==> config.mk <==
export PLATFORM = sky130hd
export DESIGN_NAME = afe_tx_sched
export DESIGN_NICKNAME = d
export VERILOG_FILES = /design/src/rtl/afe_tx_sched.sv
export SDC_FILE = /design/constraint.sdc
export NUM_CORES = 1
export LEC_CHECK = 0
export ABC_AREA = 1
export BUFFER_PORTS_ARGS = -buffer_cell sky130_fd_sc_hd__buf_2
export CAP_MARGIN = 5
export CORE_UTILIZATION = 35
export DETAILED_ROUTE_END_ITERATION = 8
export PLACE_DENSITY = 0.6
export SLEW_MARGIN = 20
export SYNTH_ARGS = -nofsm -noshare
export SYNTH_HDL_FRONTEND = slang
export SYNTH_SLANG_ARGS = --single-unit
export TNS_END_PERCENT = 50
==> constraint.sdc <==
create_clock -name tx_fifo_clk -period 1.7 [get_ports tx_fifo_clk]
set_input_delay 0.17 -clock tx_fifo_clk [delete_from_list [all_inputs] [get_ports tx_fifo_clk]]
set_output_delay 0.17 -clock tx_fifo_clk [all_outputs]
set_load 0.01 [all_outputs]
==> src/rtl/afe_tx_sched.sv <==
// AFE transmit scheduler: arbitrates two FWFT I/Q sources into bursts framed by
// zero-pair warm-up and tail periods, with a registered pair stream to the serializer.
module afe_tx_sched #(
    parameter int IQ_PAIR_WIDTH = 24,
    parameter int WARMUP_CYCLES = 8,
    parameter int TAIL_CYCLES   = 4,
    parameter int MAX_BURST     = 256
) (
    input  logic                     tx_fifo_clk,
    input  logic                     reset_n,
    input  logic                     enable,
    input  logic                     loopback,
    input  logic                     a_empty,
    input  logic                     b_empty,
    input  logic [IQ_PAIR_WIDTH-1:0] a_data,
    input  logic [IQ_PAIR_WIDTH-1:0] b_data,
    output logic                     a_rd,
    output logic                     b_rd,
    output logic [IQ_PAIR_WIDTH-1:0] pair_data,
    output logic                     pair_valid,
    output logic                     tx_en,
    output logic                     src_sel,
    output logic [15:0]              underrun_cnt,
    output logic                     busy
);

    localparam int PHASE_MAX = (WARMUP_CYCLES > TAIL_CYCLES) ? WARMUP_CYCLES : TAIL_CYCLES;
    localparam int PW        = $clog2(PHASE_MAX + 1);
    localparam int BW        = $clog2(MAX_BURST + 1);

    typedef enum logic [1:0] {IDLE, WARMUP, STREAM, TAIL} state_t;

    state_t                   r_state, w_state_nxt;
    logic                     r_grant, w_grant_nxt;   // 1 = B; doubles as last-served
    logic [BW-1:0]            r_burst_cnt, w_burst_cnt_nxt;
    logic [PW-1:0]            r_phase_cnt, w_phase_cnt_nxt;
    logic [IQ_PAIR_WIDTH-1:0] r_pair_data;
    logic                     r_pair_valid;
    logic                     r_tx_en;
    logic                     r_src_sel;
    logic [15:0]              r_underrun_cnt;

    logic w_a_ne, w_b_ne, w_any_ne, w_gnt_ne;
    logic w_pop, w_last_pop, w_burst_end, w_underrun, w_arb;

    function automatic logic arbitrate(input logic lb, input logic a_ne,
                                       input logic b_ne, input logic last_b);
        if (lb) return b_ne;
        return last_b ? !a_ne : b_ne;
    endfunction

    assign w_a_ne      = !a_empty;
    assign w_b_ne      = !b_empty;
    assign w_any_ne    = w_a_ne | w_b_ne;
    assign w_gnt_ne    = r_grant ? w_b_ne : w_a_ne;
    assign w_pop       = (r_state == STREAM) && enable && w_gnt_ne;
    assign w_last_pop  = w_pop && (r_burst_cnt == BW'(MAX_BURST - 1));
    assign w_burst_end = (r_state == STREAM) && (!w_pop || w_last_pop);
    assign w_underrun  = w_burst_end && enable && !w_gnt_ne;
    // Arbitration sees this cycle's flags, so a source on its MAX_BURST-th pop still counts as non-empty.
    assign w_arb       = arbitrate(loopback, w_a_ne, w_b_ne, r_grant);

    assign a_rd = w_pop && !r_grant;
    assign b_rd = w_pop &&  r_grant;

    always_comb begin
        // NOTE: every output of this block gets a default first, so no path can infer a latch.
        w_state_nxt     = r_state;
        w_grant_nxt     = r_grant;
        w_burst_cnt_nxt = r_burst_cnt;
        w_phase_cnt_nxt = r_phase_cnt;
        case (r_state)
            IDLE: begin
                if (enable && w_any_ne) begin
                    w_state_nxt     = WARMUP;
                    w_grant_nxt     = w_arb;
                    w_phase_cnt_nxt = '0;
                end
            end
            WARMUP: begin
                if (!enable) begin
                    w_state_nxt     = TAIL;
                    w_phase_cnt_nxt = '0;
                end else if (r_phase_cnt == PW'(WARMUP_CYCLES - 1)) begin
                    w_state_nxt     = STREAM;
                    w_phase_cnt_nxt = '0;
                    w_burst_cnt_nxt = '0;
                end else begin
                    w_phase_cnt_nxt = r_phase_cnt + 1'b1;
                end
            end
            STREAM: begin
                if (w_burst_end) begin
                    w_burst_cnt_nxt = '0;
                    if (enable && w_any_ne) begin
                        w_grant_nxt = w_arb;
                    end else begin
                        w_state_nxt     = TAIL;
                        w_phase_cnt_nxt = '0;
                    end
                end else if (w_pop) begin
                    w_burst_cnt_nxt = r_burst_cnt + 1'b1;
                end
            end
            TAIL: begin
                if (r_phase_cnt == PW'(TAIL_CYCLES - 1)) begin
                    w_state_nxt     = IDLE;
                    w_phase_cnt_nxt = '0;
                end else begin
                    w_phase_cnt_nxt = r_phase_cnt + 1'b1;
                end
            end
            default: w_state_nxt = IDLE;
        endcase
    end

    // Outputs trail the state by one cycle: a pop in cycle t is presented in cycle t+1.
    always_ff @(posedge tx_fifo_clk or negedge reset_n) begin
        if (!reset_n) begin
            r_state        <= IDLE;
            r_grant        <= 1'b1;
            r_burst_cnt    <= '0;
            r_phase_cnt    <= '0;
            r_pair_data    <= '0;
            r_pair_valid   <= 1'b0;
            r_tx_en        <= 1'b0;
            r_src_sel      <= 1'b0;
            r_underrun_cnt <= '0;
        end else begin
            // NOTE: non-blocking assignments keep every register sampling pre-edge values.
            r_state      <= w_state_nxt;
            r_grant      <= w_grant_nxt;
            r_burst_cnt  <= w_burst_cnt_nxt;
            r_phase_cnt  <= w_phase_cnt_nxt;
            r_tx_en      <= (r_state != IDLE);
            r_pair_valid <= (r_state != IDLE);
            r_pair_data  <= w_pop ? (r_grant ? b_data : a_data) : '0;
            if (w_pop) r_src_sel <= r_grant;
            if (w_underrun && (r_underrun_cnt != 16'hFFFF))
                r_underrun_cnt <= r_underrun_cnt + 16'd1;
        end
    end

    assign pair_data    = r_pair_data;
    assign pair_valid   = r_pair_valid;
    assign tx_en        = r_tx_en;
    assign src_sel      = r_src_sel;
    assign underrun_cnt = r_underrun_cnt;
    assign busy         = (r_state != IDLE);

endmodule
# --- After elaboration in Yosys (flattened, before gate mapping) ---
# Index checks and enable logic that the tools add are counted.
word_totals:
  register_bits: 58
  latch_bits: 0
  ram_bits: 0
  rom_bits: 0
  output_inout_bits: 46
  wordCells: 80
  memories: 0
classes:
  n_addsub: 3
  mul: 0
  n_div: 0
  n_lt_le_gt_ge: 0
  eq_ne: 15
  n_shift: 0
  muxes: 29
  bitwise: 1
  reduce_logical: 24
op_table:
  columns: ["cell", "count"]
  rows:
  - ["$mux 24", 2]
  - ["$mux 9", 4]
  - ["$mux 4", 6]
  - ["$pmux 9 s2", 1]
  - ["$add 16x1->16 const B", 1]
  - ["$ne 16x16->1 const B", 1]
  - ["$pmux 4 s4", 1]
  - ["$mux 2", 6]
  - ["$ne 2x2->1 const B", 6]
  - ["$logic_and 1x1->1", 10]
  - ["$add 9x1->9 const B", 1]
  - ["$eq 9x8->1 const B", 1]
  - ["$pmux 2 s4", 1]
  - ["$mux 1", 7]
  - ["$ne 3x3->1 const B", 2]
  - ["$reduce_bool 2->1", 3]
  - ["$logic_not 1->1", 5]
  - ["$reduce_and 5->1", 1]
  - ["$add 4x1->4 const B", 1]
  - ["$eq 2x2->1 const B", 2]
  - ["$eq 4x2->1 const B", 1]
  - ["$eq 4x3->1 const B", 1]
  - ["$reduce_and 4->1", 1]
  - ["$reduce_and 3->1", 1]
  - ["6 further kinds", 6]

# --- Depth between registers and ports, before layout ---
logic_depth:
  depth_word: 9
  depth_mapped: 13
  depth_no_buf: 13

# --- Worst setup path after synthesis ---
# OpenSTA, ideal clock, no wires.
synth_path:
  kind: "register to register"
  start: "register r_burst_cnt[0]"
  end: "register r_grant"
  t_arrival_ns: 1.574
  setup_slack_ns: 0.047
  path_stages_with_launch: 13
  n_path_buf: 0
  synth_period_minus_slack_ns: 1.653
  path_cell_list: "dfrtp_1 -> ha_1 -> nand2_1 -> nor3_1 -> nand2_1 -> nor2_1 -> ha_1 -> inv_1 -> nand2_1 -> nor2_4 -> inv_1 -> nand3_1 -> o21ai_0"
synth_via:
  elab_chain_cells: 6
synth_lines:
  columns: ["item", "line_no", "source"]
  rows:
  - ["from (decl)", "35", "logic [BW-1:0] r_burst_cnt, w_burst_cnt_nxt;"]
  - ["from (signal assigned)", "133", "r_burst_cnt <= w_burst_cnt_nxt;"]
  - ["$eq 9x8->1", "57", "assign w_last_pop = w_pop && (r_burst_cnt == BW'(MAX_BURST - 1));"]
  - ["$logic_and 1x1->1", "57", null]
  - ["$logic_or 1x1->1", "58", "assign w_burst_end = (r_state == STREAM) && (!w_pop || w_last_pop);"]
  - ["$logic_and 1x1->1", "58", null]
  - ["$ne 2x2->1 (no source line)", null, null]
  - ["$reduce_and 2->1 (no source line)", null, null]
  - ["to (signal assigned)", "132", "r_grant <= w_grant_nxt;"]
  - ["to (decl)", "34", "logic r_grant, w_grant_nxt;"]
# No other way between the ends.
# A chain may end at the register's enable or synchronous reset.

# --- Final worst setup path ---
layout_path:
  start: "register r_burst_cnt[1]"
  end: "register r_burst_cnt[4]"
layout_via:
  elab_chain_cells: 6
layout_lines:
  columns: ["item"]
  rows:
  - ["branches (longest 6 deep; another with $add 9x1->9)"]
# Parallel ways; which one is timed is not known. The select of a mux whose other input is x is not followed.

==> flow_summary.json <==
{
  "fin_cells": 659,
  "synthMuxAreaShare_pct": 0,
  "vias": 2954,
  "clkSlewWorstSetupHoldPaths_ns": 0.07,
  "critPathCaptureType": "register",
  "ys.flop_type": "dfrtp_1",
  "antenna_found_initial": 0,
  "final_util_pct": 50.4,
  "intPower_mw": 3.27,
  "critPathLaunchType": "register",
  "vias_per_cell": 4.48,
  "synth_compound_area_share_pct": 4.50,
  "drtIter0Drc": 170,
  "p_sw_mw": 1.82,
  "pwr-share-clk_pct": 28.2,
  "clock_path_buffers": 2,
  "track_usage_pct": 17.0,
  "ys_types": 25,
  "ant_nets": 0,
  "final_cell_mix": "nand2_1, buf_2, dfrtp_1, inv_1, buf_4",
  "status": "complete, but fails checks",
  "dpl_cell_area_um2": 3820,
  "max_freq_mhz": 564,
  "grt_max_degree": 23,
  "final.min_clock_period_ns": 1.77,
  "cp.required_ns": 1.92,
  "violations": "negative setup slack",
  "syn_area_per_cell_um2": 7.44,
  "grt_pass1_wl_mm": 12.0,
  "finalSetupViolCount": 6,
  "crit_family": "simple AND/OR/NAND/NOR gates",
  "fin_crit_sh_pct": 104,
  "layout.nets": 612,
  "stdcell_area_um2": 4220,
  "drive_above_1_share_pct": 31.8,
  "critical-path-slowest-cell": "dfrtp_1",
  "crit_buf_inv": 3,
  "path_cells": "ha_2 > nand2_2 > nor3_4 > nand2_1 > nor2_1 > ha_2 > inv_2 > nand2_2 > nor2_4 > buf_12 > o21ai_2 > nand2_1 > nand2_1 > inv_1",
  "gp_congestion": 0.813,
  "max_slew_margin_pct": 65.0,
  "rows": 33,
  "final_common_cell": "nand2_1",
  "postLayoutSetupSlackWorst_ns": -0.0735,
  "initial_core_util_pct": 36.9,
  "firstDrtPassIters": 4,
  "hold_class": "primary input to register",
  "die_area_um2": 9210,
  "synthAdderAreaFrac_pct": 3.65,
  "die_h_um": 96.0,
  "tightest_slew_ns": 0.524,
  "worst-r2r-setup-slack_ns": -0.07,
  "drc": 0,
  "place_ws_ns": -0.0466,
  "ys_seq_elements": 58,
  "wire_per_inst_um": 11.2,
  "pwr-share-comb_pct": 37.2,
  "cpPeakStageDelay_ns": 0.36,
  "fin_hold_ws_ns": 0.0273,
  "synth_warnings": 0,
  "syn-instance-count": 415,
  "synth_edf_count": 0,
  "cts_num_sinks": 58,
  "synthesis.area_um2": 3090,
  "cts_tree": "yes",
  "antenna_cells": 0,
  "io_pins": 100,
  "seq_power_share_pct": 34.7,
  "clkLatencyLatePin_ns": 0.33,
  "grt_remaining_overflow": 0,
  "critPathMaxFanout": 6,
  "die_w_um": 96.0,
  "drt_wl_total_mm": 7.35,
  "synth-xor-area-share_pct": 2.27,
  "hold_viol": 0,
  "dp_hpwl_mm": 5.53,
  "syn_to_final_growth_pct": 36.7,
  "synth-async-reset-ratio_pct": 100,
  "htree_levels": 3,
  "maxCapViolations": 0,
  "arrival_ns": 1.99,
  "ys_seq_area_share_pct": 47.0,
  "clock-skew-final_ns": 0.0113,
  "tns_ns": -0.271,
  "final_max_slew_viol_count": 0,
  "place_inst": 631,
  "io_buffers": 99,
  "power.leakage_nw": 2.41,
  "grt_pass1_vias": 2699,
  "netSwitchingFraction_pct": 35.7,
  "cts_inserted_buffers": 9,
  "worstSetupPathType": "register to register",
  "cts_root_buf": "clkbuf_8",
  "synth_top_family_by_area": "simple AND/OR/NAND/NOR gates",
  "core_area_um2": 8380,
  "p_total_mw": 5.09,
  "syn_nets": 478,
  "synth-simple-area-share_pct": 35.4,
  "power_density_nw_per_um2": 1210,
  "vdd_drop_max_mv": 0.746,
  "cpMostUsedCell": "nand2_1",
  "grt_setup_unrepaired": "yes"
}
power groups by stage:
stage	Sequential [mW]	Clock, mW	Combinational [mW]
2_1_floorplan	1.87	0	0.956
3_3_place_gp	1.78	0	1.68
3_5_place_dp	1.79	0	1.70
4_1_cts	1.76	1.48	1.81
5_1_grt	1.80	1.55	2.16
6_report	1.76	1.43	1.89
metal layers:
metal	share of wire [%]	GRT usage (%)
met2	47	28.6
met1	45	20.8
met3	5.7	4.50
met5	0	0
met4	1.6	6.72
layout make-up:
class	instances	area, um^2
multi-input combinational	308	1470
timing repair buffer	131	782
clock buffer	10	138
clock inverter	6	88.8
tap	105	131
inverter	41	156
sequential	58	1450
fill	829	4160
cells by family (layout without fill, tap and decap cells):
kind of cell | Yosys count | count (layout)
AND/OR/NAND/NOR | 265 | 265
flip-flops | 58 | 58
buffers and inverters | 49 | 188
AO/OA/AOI/OAI | 26 | 26
adder cells (fa/ha/maj) | 9 | 9
XOR/XNOR | 8 | 8
tightest hold or removal path: stages:
cell and delay [ns]:
buf_2 0.07, nand2_1 0.04, nand2_1 0.04
synth_stat cells (2+ instances only):
| master | number | area, um^2 |
|---|---|---|
| nand3b_1 | 3 | 22.5 |
| nor2_1 | 23 | 86.3 |
| dfrtp_1 | 57 | 1430 |
| nor2_4 | 4 | 45.0 |
| inv_1 | 39 | 146 |
| nand3_1 | 17 | 85.1 |
| xnor2_1 | 3 | 26.3 |
| xor2_1 | 5 | 43.8 |
| a21oi_1 | 3 | 15.0 |
| buf_6 | 3 | 33.8 |
| o22ai_1 | 2 | 12.5 |
| inv_2 | 2 | 7.51 |
| o21ai_0 | 19 | 95.1 |
| nand2_1 | 205 | 769 |
| buf_4 | 4 | 30.0 |
| nand4_1 | 6 | 37.5 |
| ha_1 | 9 | 113 |
| nand2_2 | 4 | 25.0 |
sequential cells by signal, summed over array words and instances (netlist names):
register	cells
pair_data	24
r_grant	1
src_sel	1
underrun_cnt	16
tx_en	1
r_state	2
r_phase_cnt	4
r_burst_cnt	9
timing repair:
item	CTS	global route
endpoints found under the setup margin	6	19
pin swaps	3	14
gates cloned	0	0
hold endpoints to repair	18	0
hold buffers	1	0
resized for setup	8	18
setup buffers	7	4
path summary, 6_finish.rpt:
path | cells past startpoint | endpoint | from
worst max-delay path | 14 | r_burst_cnt[4] | r_burst_cnt[1]
worst min-delay path | 3 | pair_data[8] | a_data[8]
worst max register to register | 14 | r_burst_cnt[4] | r_burst_cnt[1]
worst min register to register | 2 | src_sel | src_sel
max in group asynchronous | 3 | r_grant | reset_n
min in group asynchronous | 2 | underrun_cnt[11] | reset_n
No activity file was read; power rests on OpenSTA's default activity.
